$ cat config.mk
export PLATFORM = sky130hd
export DESIGN_NAME = serial_add_ctrl
export DESIGN_NICKNAME = d
export VERILOG_FILES = /design/src/rtl/serial_add_pkg.sv /design/src/rtl/bit2_adder.sv /design/src/rtl/serial_add_ctrl.sv
export SDC_FILE = /design/constraint.sdc
export NUM_CORES = 1
export LEC_CHECK = 0
export BUFFER_PORTS_ARGS = -buffer_cell sky130_fd_sc_hd__clkbuf_2
export CAP_MARGIN = 20
export CORE_MARGIN = 2
export CORE_UTILIZATION = 45
export CTS_CLUSTER_SIZE = 30
export DETAILED_ROUTE_END_ITERATION = 6
export PLACE_DENSITY_LB_ADDON = 0.1
export SYNTH_ARGS = -nofsm -noshare
export SYNTH_HDL_FRONTEND = slang
export SYNTH_HIERARCHICAL = 1
export SYNTH_SLANG_ARGS = --single-unit
export TNS_END_PERCENT = 100
$ cat constraint.sdc
create_clock -name clk -period 9.63 [get_ports clk]
set_input_delay 2.4075 -clock clk [delete_from_list [all_inputs] [get_ports clk]]
set_output_delay 2.4075 -clock clk [all_outputs]
set_load 0.02 [all_outputs]
$ cat src/rtl/serial_add_pkg.sv
`default_nettype none
// ============================================================================
//  Module      : serial_add_pkg
//  Description : Shared types and constants for the 2-bit-per-cycle serial
//                adder controller (state encoding, default operand width).
//  Revision    : 1.0 - initial release
// ============================================================================
package serial_add_pkg;

    localparam int C_DEFAULT_WIDTH = 32;

    typedef enum logic [1:0] {
        IDLE = 2'b00,
        RUN  = 2'b01,
        DONE = 2'b10
    } state_t;

endpackage
`default_nettype wire

$ cat src/rtl/bit2_adder.sv
`default_nettype none
// ============================================================================
//  Module      : bit2_adder
//  Description : 2-bit ripple-carry slice. Also exposes the carry between its
//                two bit positions, which is the carry into the operand MSB
//                when the slice handles the top two bits.
//  Revision    : 1.0 - initial release
// ============================================================================
module bit2_adder (
    input  logic [1:0] a,
    input  logic [1:0] b,
    input  logic       cin,
    output logic [1:0] sum,
    output logic       cout,
    output logic       c_mid
);

    logic [1:0] w_low;
    logic [1:0] w_high;

    assign w_low  = {1'b0, a[0]} + {1'b0, b[0]} + {1'b0, cin};
    assign w_high = {1'b0, a[1]} + {1'b0, b[1]} + {1'b0, w_low[1]};

    assign sum   = {w_high[0], w_low[0]};
    assign c_mid = w_low[1];
    assign cout  = w_high[1];

endmodule
`default_nettype wire

$ cat src/rtl/serial_add_ctrl.sv
`default_nettype none
// ============================================================================
//  Module      : serial_add_ctrl
//  Description : Serial adder controller. Captures a, b and cin on an accepted
//                start, then adds two bits per cycle (LSB first) through one
//                bit2_adder slice, taking WIDTH/2 RUN cycles followed by a
//                one-cycle DONE pulse. WIDTH must be even and at least 4.
//                Optional macro SERIAL_ADD_OVF_EN adds the signed-overflow
//                output ovf.
//  Revision    : 1.0 - initial release
// ============================================================================
module serial_add_ctrl
    import serial_add_pkg::*;
#(
    parameter int WIDTH = C_DEFAULT_WIDTH
) (
    input  logic             clk,
    input  logic             rst,
    input  logic             start,
    input  logic [WIDTH-1:0] a,
    input  logic [WIDTH-1:0] b,
    input  logic             cin,
    output logic             busy,
    output logic             done,
    output logic [WIDTH-1:0] sum,
    output logic             cout
`ifdef SERIAL_ADD_OVF_EN
    ,
    output logic             ovf
`endif
);

    localparam int              C_SLICES = WIDTH / 2;
    localparam int              C_CW     = $clog2(C_SLICES);
    localparam logic [C_CW-1:0] C_LAST   = C_CW'(C_SLICES - 1);
    localparam logic [C_CW-1:0] C_ONE    = C_CW'(1);

    state_t           r_state;
    logic [WIDTH-1:0] r_a;
    logic [WIDTH-1:0] r_b;
    logic             r_carry;
    logic [C_CW-1:0]  r_cnt;

    logic [1:0]       w_a_sl;
    logic [1:0]       w_b_sl;
    logic [1:0]       w_sl_sum;
    logic             w_sl_cout;
    logic             w_c_mid;

    // Current slice operands, addressed by the slice counter
    assign w_a_sl = r_a[{r_cnt, 1'b0} +: 2];
    assign w_b_sl = r_b[{r_cnt, 1'b0} +: 2];

    bit2_adder u_slice (
        .a     (w_a_sl),
        .b     (w_b_sl),
        .cin   (r_carry),
        .sum   (w_sl_sum),
        .cout  (w_sl_cout),
        .c_mid (w_c_mid)
    );

`ifndef SERIAL_ADD_OVF_EN
    // Mid-slice carry only feeds the overflow flag
    logic w_unused_c_mid;
    assign w_unused_c_mid = w_c_mid;
`endif

    // Control FSM with registered outputs; the datapath registers live here too
    always_ff @(posedge clk or posedge rst) begin
        if (rst) begin
            r_state <= IDLE;
            r_a     <= '0;
            r_b     <= '0;
            r_carry <= 1'b0;
            r_cnt   <= '0;
            sum     <= '0;
            cout    <= 1'b0;
            busy    <= 1'b0;
            done    <= 1'b0;
`ifdef SERIAL_ADD_OVF_EN
            ovf     <= 1'b0;
`endif
        end else begin
            case (r_state)
                IDLE, DONE: begin
                    done <= 1'b0;
                    if (start) begin
                        // Accept: capture operands, restart at slice 0
                        r_state <= RUN;
                        r_a     <= a;
                        r_b     <= b;
                        r_carry <= cin;
                        r_cnt   <= '0;
                        busy    <= 1'b1;
                        cout    <= 1'b0;
`ifdef SERIAL_ADD_OVF_EN
                        ovf     <= 1'b0;
`endif
                    end else begin
                        r_state <= IDLE;
                    end
                end
                RUN: begin
                    // start is deliberately ignored here
                    sum[{r_cnt, 1'b0} +: 2] <= w_sl_sum;
                    r_carry                 <= w_sl_cout;
                    if (r_cnt == C_LAST) begin
                        r_cnt   <= '0;
                        r_state <= DONE;
                        busy    <= 1'b0;
                        done    <= 1'b1;
                        cout    <= w_sl_cout;
`ifdef SERIAL_ADD_OVF_EN
                        ovf     <= w_c_mid ^ w_sl_cout;
`endif
                    end else begin
                        r_cnt <= r_cnt + C_ONE;
                    end
                end
                default: begin
                    r_state <= IDLE;
                    busy    <= 1'b0;
                    done    <= 1'b0;
                end
            endcase
        end
    end

endmodule
`default_nettype wire

After elaboration in Yosys (flattened, before gate mapping)
Cells that the tools add are included.
Word-level totals
  latch bits: 0
  memories: 0
  input port bits: 68
  memory bits (read-only): 0
  logic and storage cells: 48
  RAM bits: 0
  output and inout port bits: 35
  register bits: 106
Cells by class
  div/mod/pow operators: 0
  equal/unequal tests: 5
  multiplexer cells: 17
  reductions and logical operators: 7
  add/subtract/negate cells: 6
  shift-type cells: 4
  $mul: 0
  magnitude comparators: 0
  bitwise gates (word level): 0
Operators with widths (number)
  32-bit by 6-bit indexed part select with 2-bit output: 2
  32-bit bitwise mux: 1
  2-bit by 7-bit variable shift with 32-bit output (first input constant): 1
  2-bit by 7-bit indexed part select with 32-bit output: 1
  1-bit 2-to-1 mux: 8
  4-bit 2-to-1 mux: 2
  4-bit one-hot mux with 2 select lines: 1
  5-bit negation with 7-bit output: 1
  1-bit one-hot mux with 2 select lines: 3
  2-bit AND reduction: 3
  1-bit by 1-bit adder with 2-bit output: 2
  2-bit by 1-bit adder with 2-bit output: 2
  4-bit by 1-bit adder with 4-bit output (second input constant): 1
  4-bit == test (second input constant): 1
  2-bit inequality test (second input constant): 2
  2-bit one-hot mux with 2 select lines: 1
  3-bit AND reduction: 1
  2-bit by 1-bit == test with 1-bit output (second input constant): 1
  2-bit == test (second input constant): 1
  2-bit logical NOT: 1
  2-bit 2-to-1 mux: 1
  2-bit nonzero test: 1
  2-bit OR reduction: 1

Logic depth before layout (Yosys ltp)
Gate-level depths: netlist (run 1).
  depth in word-level cells: 6
  depth in mapped cells: 15
  gate-level depth less buffers: 11

By module
Netlist (run 1), hierarchy kept.
By module, submodules not included
  serial_add_ctrl: sequential area each 2627.5 um2, cells an instance 342, times used 1, area each 4819.6 um2
  bit2_adder: sequential area each 0.0 um2, cells an instance 11, times used 1, area each 73.8 um2

Worst setup path before layout (run 1)
Ideal clock, no wire load.
  kind: input -> register
  from: input start
  to: register r_b[11]
  slack: 5.984 ns
  required time: 9.505 ns
  stages: 4
  buffers on the path: 2
  library setup time: 0.125 ns
  data arrival time: 3.521 ns
  path through: nor2b_1 clkbuf_1 buf_2 mux2_2
Between the ends
  longest elaborated chain between the ends: 1
RTL lines
  start: declaration: line serial_add_ctrl.sv:19  | input logic start,
  2-bit AND reduction (no source line)
  end signal: assignment: line serial_add_ctrl.sv:74  | r_b <= '0;
  end signal: assignment: line serial_add_ctrl.sv:92  | r_b <= b;
  end: declaration: line serial_add_ctrl.sv:40  | logic [WIDTH-1:0] r_b;
Every way passes these cells.
A chain may end at the register's enable or synchronous reset.

Worst setup path in the final report (run 1)
  from: register r_cnt[0]
  to: register sum[15]
Between the ends
  longest elaborated chain between the ends: 6
  elaborated cells on any way between the ends: 10
  those cells by class: add/sub: 5; shift: 4; mux: 1
RTL lines
  start: declaration: line serial_add_ctrl.sv:42  | logic [C_CW-1:0] r_cnt;
  start signal: assignment: line serial_add_ctrl.sv:118  | r_cnt <= r_cnt + C_ONE;
  32-bit by 6-bit indexed part select with 2-bit output: line serial_add_ctrl.sv:52  | assign w_b_sl = r_b[{r_cnt, 1'b0} +: 2];
  net w_b_sl[0]: line serial_add_ctrl.sv:45  | logic [1:0] w_b_sl;
  1-bit by 1-bit adder with 2-bit output: line bit2_adder.sv:21  | assign w_low = {1'b0, a[0]} + {1'b0, b[0]} + {1'b0, cin};
  2-bit by 1-bit adder with 2-bit output: line bit2_adder.sv:21
  2-bit by 1-bit adder with 2-bit output: line bit2_adder.sv:22  | assign w_high = {1'b0, a[1]} + {1'b0, b[1]} + {1'b0, w_low[1]};
  net w_sl_sum[1]: line serial_add_ctrl.sv:46  | logic [1:0] w_sl_sum;
  2-bit by 7-bit indexed part select with 32-bit output: line serial_add_ctrl.sv:106  | sum[{r_cnt, 1'b0} +: 2] <= w_sl_sum;
  32-bit bitwise mux: line serial_add_ctrl.sv:106
  end signal: indexed assignment: line serial_add_ctrl.sv:106
  end: declaration: line serial_add_ctrl.sv:25  | output logic [WIDTH-1:0] sum,
The timed path passes the listed nets, and every way through them passes these cells.

==> flow_summary.yaml, run 1 <==
cts:
  path_clk_slew_ps: 100
  cts_sinks: 105
  tritoncts: "yes"
  postCtsResizedCells: 0
  clk_latency_ps: 360
  cts_buffers: 9
  root_buffer: "clkbuf_8"
  post_cts_buffers: 0
  clk_path_buf_depth: 2
  cts_max_level: 3
  hold_buffers: 0
drt:
  antenna_left: 0
  vias: 3112
  drt_iter0_drc: 95
  vias_per_cell: 5.27
  drc: 0
  drt-total-wl_um: 9990
  routedWlPerCell_um: 16.9
  drt_pass1_iterations: 4
yosys:
  synth_warnings: 6
  avgSynthCellArea_um2: 13.9
  synth_nets: 426
  synth_cells: 352
  synth_area_um2: 4890
power:
  pwr-share-seq_pct: 38.8
  internal_power_mw: 1.28
  combPwrFrac_pct: 48.0
  p_leak_nw: 2.66
  peakVddDrop_uv: 132
  p_clk_share_pct: 13.2
  p_sw_share_pct: 39.7
  p_per_area_nw_per_um2: 370
  switchingPower_mw: 0.839
flow_run:
  drv_cap: 0
worst_setup_path:
  regToRegSetupSlack_ps: 5770
  endpoint_kind: "flip-flop"
  cpPeakStageDelay_ps: 980
  cp-start-kind: "flip-flop"
  worstSetupPathType: "reg -> reg"
  crit_arrival_ps: 4160
  worstPathMaxFanout: 36
  critPathRequiredTime_ps: 9930
  path_cells: "mux4_1 -> mux4_2 -> inv_1 -> fa_1 -> fa_1 -> inv_1 -> nor3b_1 -> and2_1 -> mux2_1"
  cp_slowest_cell: "dfrtp_2"
floorplan:
  core-area_um2: 10700
  rows: 38
  ios: 103
  die-area_um2: 11700
  initial_core_util_pct: 45.7
  die_w_um: 108
  die_h_um: 108
global_route:
  grt_pass1_vias: 3317
  antenna_found_initial: 0
  grt-ovfl-total: 0
  grt_pass1_wl_um: 16300
  grt_max_degree: 68
  grt_usage_pct: 18.2
placement:
  dpl.hpwl_um: 7170
  finalWeightedCongestion: 0.707
  port_buffers: 102
sta:
  min_period_over_period_pct: 40.1
  drv_slew: 0
  fin_skew_ps: 12.5
  fin_hold_ws_ps: 496
  fin_tns_setup_ps: 0
  finalSetupViolCount: 0
  tightest_slew_ps: 914
  max_slew_margin_pct: 39.0
  clock.fmax_mhz: 259
  fin_crit_ps: 3860
  finalHoldViolCount: 0
  rsz0062_at_grt: "false"
finish:
  n_antenna_cell: 0
  layout.nets: 521
  drive_gt1_share_pct: 49.0
  area_growth_pct: 16.7
run_status:
  outcome: "finished clean"
hold_path:
  hold_path_class: "reg -> reg"
final cells by class:
cell class	instances	area, um2
clock buffer	10	138
clock inverter	5	63.8
fill	972	4990
inverter	13	51.3
multi-input combinational	212	2110
sequential	105	2630
tap	140	175
timing repair buffer	106	541
worst max-delay path: cells and delay by family (launching register included):
kind / cells / cell delay [ps]
adder cells (fa/ha/maj): 2 / 590
buffers and inverters: 2 / 340
flip-flops: 1 / 980
multiplexers: 3 / 1240
AND/OR/NAND/NOR: 2 / 630
registers in the layout, indices dropped and copies added (netlist names):
register  count
sum          32
r_state       2
busy          1
r_b          32
r_a          32
cout          1
r_cnt         4
r_carry       1
metrics by stage:
stage               cells  power (mW)  instance area [um2]  setup slack, ps  utilization, %
finish                591        2.11                 5710             5770            53.4
global route          591        2.29                 5710             5450            53.4
CTS                   591        2.15                 5710             5710            53.4
detailed placement    576        1.87                 5510             5630            51.5
global placement      576        1.84                 5510             5650            51.5
floorplan             352        1.59                 4890             4460               -
worst paths after layout:
check,start,end,depth (start not counted)
max,r_cnt[0],sum[15],9
min,sum[11],sum[11],1
min reg2reg,sum[11],sum[11],1
max in group asynchronous,rst,r_cnt[0],3
max reg2reg,r_cnt[0],sum[15],9
min in group asynchronous,rst,sum[27],2
routing by layer:
| metal | GRT usage, % | vias to the layer above | wire (um) |
|---|---|---|---|
| met5 | 0 | - | 0 |
| met2 | 31.0 | 71 | 4960 |
| met4 | 6.04 | 0 | 125 |
| met1 | 23.7 | 1564 | 4430 |
| met3 | 3.19 | 10 | 472 |
| li1 | - | 1467 | - |
cell usage in the layout (no fill, tap or decap), types with 9 or more instances in the layout:
cell,count
clkbuf_2,102
mux2_1,16
nand2_1,9
inv_1,12
mux2i_1,10
nand3_1,10
nor2_1,11
mux4_2,11
mux2_2,76
clkbuf_8,10
dfrtp_1,104
power by group through the flow:
stage               Combinational, mW  Clock [mW]  Sequential [mW]
finish                           1.02       0.279            0.820
global route                     1.13       0.305            0.854
CTS                              1.04       0.286            0.825
detailed placement               1.03           0            0.836
global placement                 1.01           0            0.828
floorplan                       0.773           0            0.820
Power figures use the tool's default switching activity.
==> inputs of run 2 (changes only) <==
--- a/config.mk
+++ b/config.mk
@@ -5,6 +5,7 @@
 export SDC_FILE = /design/constraint.sdc
 export NUM_CORES = 1
 export LEC_CHECK = 0
+export ABC_AREA = 1
 export BUFFER_PORTS_ARGS = -buffer_cell sky130_fd_sc_hd__clkbuf_2
 export CAP_MARGIN = 20
 export CORE_MARGIN = 2
==> constraint.sdc (replaced) <==
create_clock -name clk -period 3.7 [get_ports clk]
set_input_delay 0.925 -clock clk [delete_from_list [all_inputs] [get_ports clk]]
set_output_delay 0.925 -clock clk [all_outputs]
set_load 0.02 [all_outputs]
==> run 2 against run 1 <==
  * Routed wire length up 10%
  * Synthesized cell count up 54%
  * Cell count up 32%
  * Utilization up 0.60 points
  * Combinational power rose to 2.7 times the previous value
  * Clock skew down 4.2 ps
==> flow_summary.yaml, run 2 <==
drt:
  drt-total-wl_um: 11000
  routedWlPerCell_um: 14.1
  top_layer: "met4"
  drt_pass1_iterations: 4
  vias: 3873
  dr_wl_met3_um: 542
  drc: 0
  wl_met1_um: 4900
  antenna_left: 0
  drt_iter0_drc: 171
  route.met2.wl_um: 5350
  vias_per_cell: 4.95
sta:
  clock.fmax_mhz: 305
  tightest_slew_ps: 772
  finalHoldViolCount: 0
  fin_tns_setup_ps: 0
  drv_slew: 0
  finalSetupViolCount: 0
  max_slew_margin_pct: 48.6
  fin_skew_ps: 8.35
  rsz0062_at_grt: "false"
  min_period_over_period_pct: 88.7
  fin_crit_ps: 3280
  fin_hold_ws_ps: 481
hold_path:
  hold_path_class: "reg -> reg"
finish:
  n_antenna_cell: 0
  filler_cell_count: 1031
  most-common-layout-cells: "nand2_1, dfrtp_1, clkbuf_2"
  layout_commonest_cell: "nand2_1"
  design_area_um2: 5820
  reg_top3: "r_a (32), r_b (32), sum (32)"
  area_growth_pct: 17.4
  layout.nets: 712
  drive_gt1_share_pct: 28.5
placement:
  dpl-instance-area_um2: 5610
  dpl.hpwl_um: 8140
  finalWeightedCongestion: 0.810
  port_buffers: 102
worst_setup_path:
  cpPeakStageDelay_ps: 450
  cp_slowest_cell: "fa_1"
  crit_arrival_ps: 3590
  worstPathMaxFanout: 30
  critPathRequiredTime_ps: 4010
  crit_family: "simple AND/OR/NAND/NOR gates"
  cp.buffers_inverters: 5
  cp-start-kind: "flip-flop"
  crit_top_cell: "nand2_1"
  path_cells: "inv_1 -> buf_4 -> nand2_1 -> nand3_1 -> nand2_1 -> nor2_1 -> nand2_1 -> nand2_1 -> inv_1 -> fa_1 -> fa_1 -> inv_1 -> inv_1 -> nor3_1 -> nand2_1 -> nor2_1 -> nand3_1 -> nand2_1"
  endpoint_kind: "flip-flop"
  worstSetupPathType: "reg -> reg"
cts:
  root_buffer: "clkbuf_8"
  cts_max_level: 3
  tritoncts: "yes"
  path_clk_slew_ps: 90
  clk_path_buf_depth: 2
  clk_latency_ps: 370
  cts_sinks: 105
  cts_buffers: 9
global_route:
  grt_max_degree: 64
  grt-ovfl-total: 0
  grt_pass1_wl_um: 18100
  grt_pass1_vias: 3858
  grt_usage_pct: 19.7
  antenna_found_initial: 0
yosys:
  synth_cells: 542
  synth_area_um2: 4960
  synth_nets: 616
  avgSynthCellArea_um2: 9.15
  synth_warnings: 6
floorplan:
  ios: 103
  initial_core_util_pct: 46.0
  rows: 38
  die_h_um: 109
  die-area_um2: 11900
  die_w_um: 109
  core-area_um2: 10800
power:
  p_per_area_nw_per_um2: 942
  p_leak_nw: 2.99
  peakVddDrop_uv: 437
flow_run:
  drv_cap: 0
run_status:
  outcome: "finished clean"
-- run 2: cell count changes in the layout (fill, tap and decap cells not counted), moves of 5 or more --
cell      delta
mux2_1      -16
nor2_1      +32
nand3_1     +29
mux2_2      -31
o211ai_1     +5
mux2i_1     -10
a221oi_1     -5
nand2_2      +6
o21ai_0     +19
inv_1       +36
a21oi_1     +31
o21ai_1      +8
mux4_2      -11
nand2_1    +118
-- run 2: path summary, 6_finish.rpt --
check                           endpoint  slack [ps]  cells after the start     start
worst min register to register   sum[28]         480                      2   sum[28]
max in group asynchronous        r_a[23]        2320                      3       rst
worst max register to register   sum[15]         420                     18  r_cnt[0]
worst max-delay path             sum[15]         420                     18  r_cnt[0]
min in group asynchronous         sum[2]         670                      2       rst
worst min-delay path             sum[28]         480                      2   sum[28]
-- run 2: worst min-delay path: cells and delay by family (launching register included) --
kind | cells | cell delay [ps]
and+or+nand+nor | 2 | 100
DFF | 1 | 360
-- run 2: cell type report --
cell class / count / area, um2 / share of cell area, %
sequential: 105 / 2630 / 45.1
multi-input combinational: 361 / 2010 / 34.6
timing repair buffer: 108 / 593 / 10.2
inverter: 53 / 201 / 3.46
tap: 140 / 175 / 3.01
clock buffer: 12 / 145 / 2.49
clock inverter: 3 / 65.1 / 1.12
-- run 2: routing by layer --
metal  up-vias  track usage [%]
met5         -                0
met4         0             6.41
met3        20             4.42
met2        98             33.7
met1      1806             24.8
li1       1949                -
-- run 2: power by group --
part           internal [mW]  switching, mW  leakage [nW]
clock                  0.396          0.373         0.106
combinational          0.964           1.74          1.61
sequential              1.67          0.335          1.27
total                   3.03           2.45          2.99
-- run 2: stage by stage --
step,setup slack (ps),cells,utilization (%),total power [mW]
6_report,417,782,54.0,5.49
5_1_grt,75.9,782,54.0,5.99
4_1_cts,356,782,53.9,5.54
3_5_place_dp,388,767,52.0,4.77
3_3_place_gp,521,767,52.0,4.71
2_1_floorplan,14.5,542,-,4.00
-- run 2: what timing repair did --
| action | in CTS | in global routing |
|---|---|---|
| setup buffers | 0 | 0 |
| hold buffers | 0 | 0 |
| gates resized for setup | 0 | 1 |
| endpoints found under the setup margin | 0 | 1 |
==> inputs of run 3 (changes only) <==
--- a/config.mk
+++ b/config.mk
@@ -7,7 +7,6 @@
 export LEC_CHECK = 0
 export ABC_AREA = 1
 export BUFFER_PORTS_ARGS = -buffer_cell sky130_fd_sc_hd__clkbuf_2
-export CAP_MARGIN = 20
 export CORE_MARGIN = 2
 export CORE_UTILIZATION = 45
 export CTS_CLUSTER_SIZE = 30
==> constraint.sdc (replaced) <==
create_clock -name clk -period 3.7 [get_ports clk]
set_input_delay 0.37 -clock clk [delete_from_list [all_inputs] [get_ports clk]]
set_output_delay 0.37 -clock clk [all_outputs]
set_load 0.02 [all_outputs]
==> run 3 against run 2 <==
  * Non-clock buffer count is 1 higher
  * Global-route usage is 0.11 points higher
  * Clock skew hardly changed
==> flow_summary.yaml, run 3 (synthesis results as in run 2) <==
cts:
  cts_buffers: 9
  cts_max_level: 3
  tritoncts: "yes"
  root_buffer: "clkbuf_8"
  clk_latency_ps: 370
  path_clk_slew_ps: 100
  postCtsResizedCells: 0
  clk_path_buf_depth: 2
  post_cts_buffers: 0
  cts_sinks: 105
  hold_buffers: 1
run_status:
  outcome: "finished clean"
drt:
  drt_iter0_drc: 145
  routedWlPerCell_um: 13.8
  vias_per_cell: 4.94
  drc: 0
  drt_pass1_iterations: 4
  drt-total-wl_um: 10800
  vias: 3867
  antenna_left: 0
finish:
  layout.nets: 713
  n_antenna_cell: 0
  reg_top3: "r_a (32), r_b (32), sum (32)"
  most-common-layout-cells: "nand2_1, dfrtp_1, clkbuf_2"
  filler_cell_count: 1049
  final_cells: 783
  area_growth_pct: 16.5
  drive_gt1_share_pct: 28.6
  layout_commonest_cell: "nand2_1"
global_route:
  grt_usage_pct: 19.9
  grt_max_degree: 88
  antenna_found_initial: 0
  grt-ovfl-total: 0
  grt_pass1_wl_um: 18100
  grt_pass1_vias: 3851
worst_setup_path:
  critPathRequiredTime_ps: 4020
  worstPathMaxFanout: 19
  worstSetupPathType: "reg -> reg"
  startpoint: "r_cnt[1]"
  cp-start-kind: "flip-flop"
  crit_arrival_ps: 3670
  endpoint_kind: "flip-flop"
  reg2reg_from: "r_cnt[1]"
sta:
  finalHoldViolCount: 0
  clock.fmax_mhz: 299
  min_period_over_period_pct: 90.5
  rsz0062_at_grt: "false"
  finalSetupViolCount: 0
  fin_crit_ps: 3350
  drv_slew: 0
  max_slew_margin_pct: 36.4
  fin_tns_setup_ps: 0
  fin_skew_ps: 7.90
  tightest_slew_ps: 953
placement:
  finalWeightedCongestion: 0.835
  dpl.hpwl_um: 8180
  place_inst: 767
  port_buffers: 102
floorplan:
  core-area_um2: 10800
  die-area_um2: 11900
  rows: 38
  initial_core_util_pct: 46.0
  ios: 103
  die_w_um: 109
  die_h_um: 109
flow_run:
  drv_cap: 0
hold_path:
  worstHoldStart: "a[31]"
  hold_path_class: "in -> reg"
power:
  p_leak_nw: 2.97
  p_per_area_nw_per_um2: 933
  peakVddDrop_uv: 406
==> run 3: cell count changes in the layout (fill, tap and decap cells not counted), moves of 2 or more <==
cell | previous run | this run
buf_12 | 3 | 1
buf_4 | 3 | 5
clkbuf_1 | 2 | 0
clkinv_2 | 1 | 3
clkinvlp_4 | 0 | 2
==> run 3: final timing paths <==
| kind | to | slack (ps) | depth (start not counted) |
|---|---|---|---|
| setup / recovery | sum[15] | 350 | 16 |
| hold / removal | r_a[31] | 220 | 2 |
| setup reg to reg | sum[15] | 350 | 16 |
| hold reg to reg | sum[17] | 480 | 2 |
| max in group asynchronous | r_a[18] | 2350 | 4 |
| min in group asynchronous | r_b[9] | 530 | 3 |
==> run 3: power by group <==
| group | switching [mW] | internal [mW] |
|---|---|---|
| Combinational | 1.74 | 0.957 |
| Clock | 0.382 | 0.306 |
| Sequential | 0.335 | 1.67 |
| Total | 2.46 | 2.93 |
==> run 3: through the flow <==
step / cell area (um2) / util (%) / power [mW] / hold slack [ps] / setup slack, ps
after floorplan: 4960 / - / 4.00 / 474 / 569
after global placement: 5590 / 51.8 / 4.71 / 400 / 535
after detailed placement: 5590 / 51.8 / 4.77 / 397 / 378
after CTS: 5780 / 53.6 / 5.46 / 199 / 367
after global routing: 5780 / 53.6 / 5.91 / 184 / 7.31
final: 5780 / 53.6 / 5.39 / 220 / 351
==> run 3: layer usage <==
layer,part of all wire [%],GRT usage [%],vias up
li1,-,-,1953
met1,44,24.7,1814
met2,50,33.7,85
met3,4.3,4.54,15
met4,1.7,7.42,0
met5,0,0,-
==> run 3: final cells by class <==
type                            count  area, um2  area share (%)
Inverter                           53        201            3.48
Timing Repair Buffer              109        578            10.0
Clock buffer                        9        124            2.14
Sequential cell                   105       2630            45.5
Multi-Input combinational cell    361       2010            34.8
Tap cell                          140        175            3.03
Clock inverter                      6       60.1            1.04
==> run 3: critical path, stage by stage (launching register included) <==
cell	delay [ps]
dfrtp_1	820
nor2_4	160
o21ai_0	120
a21oi_1	60
nor2_1	100
nand2_1	60
nand2_1	70
inv_1	50
fa_1	430
fa_1	440
inv_1	160
inv_1	130
nor3_1	360
nand2_1	90
nor2_1	90
nand3_1	80
nand2_1	70
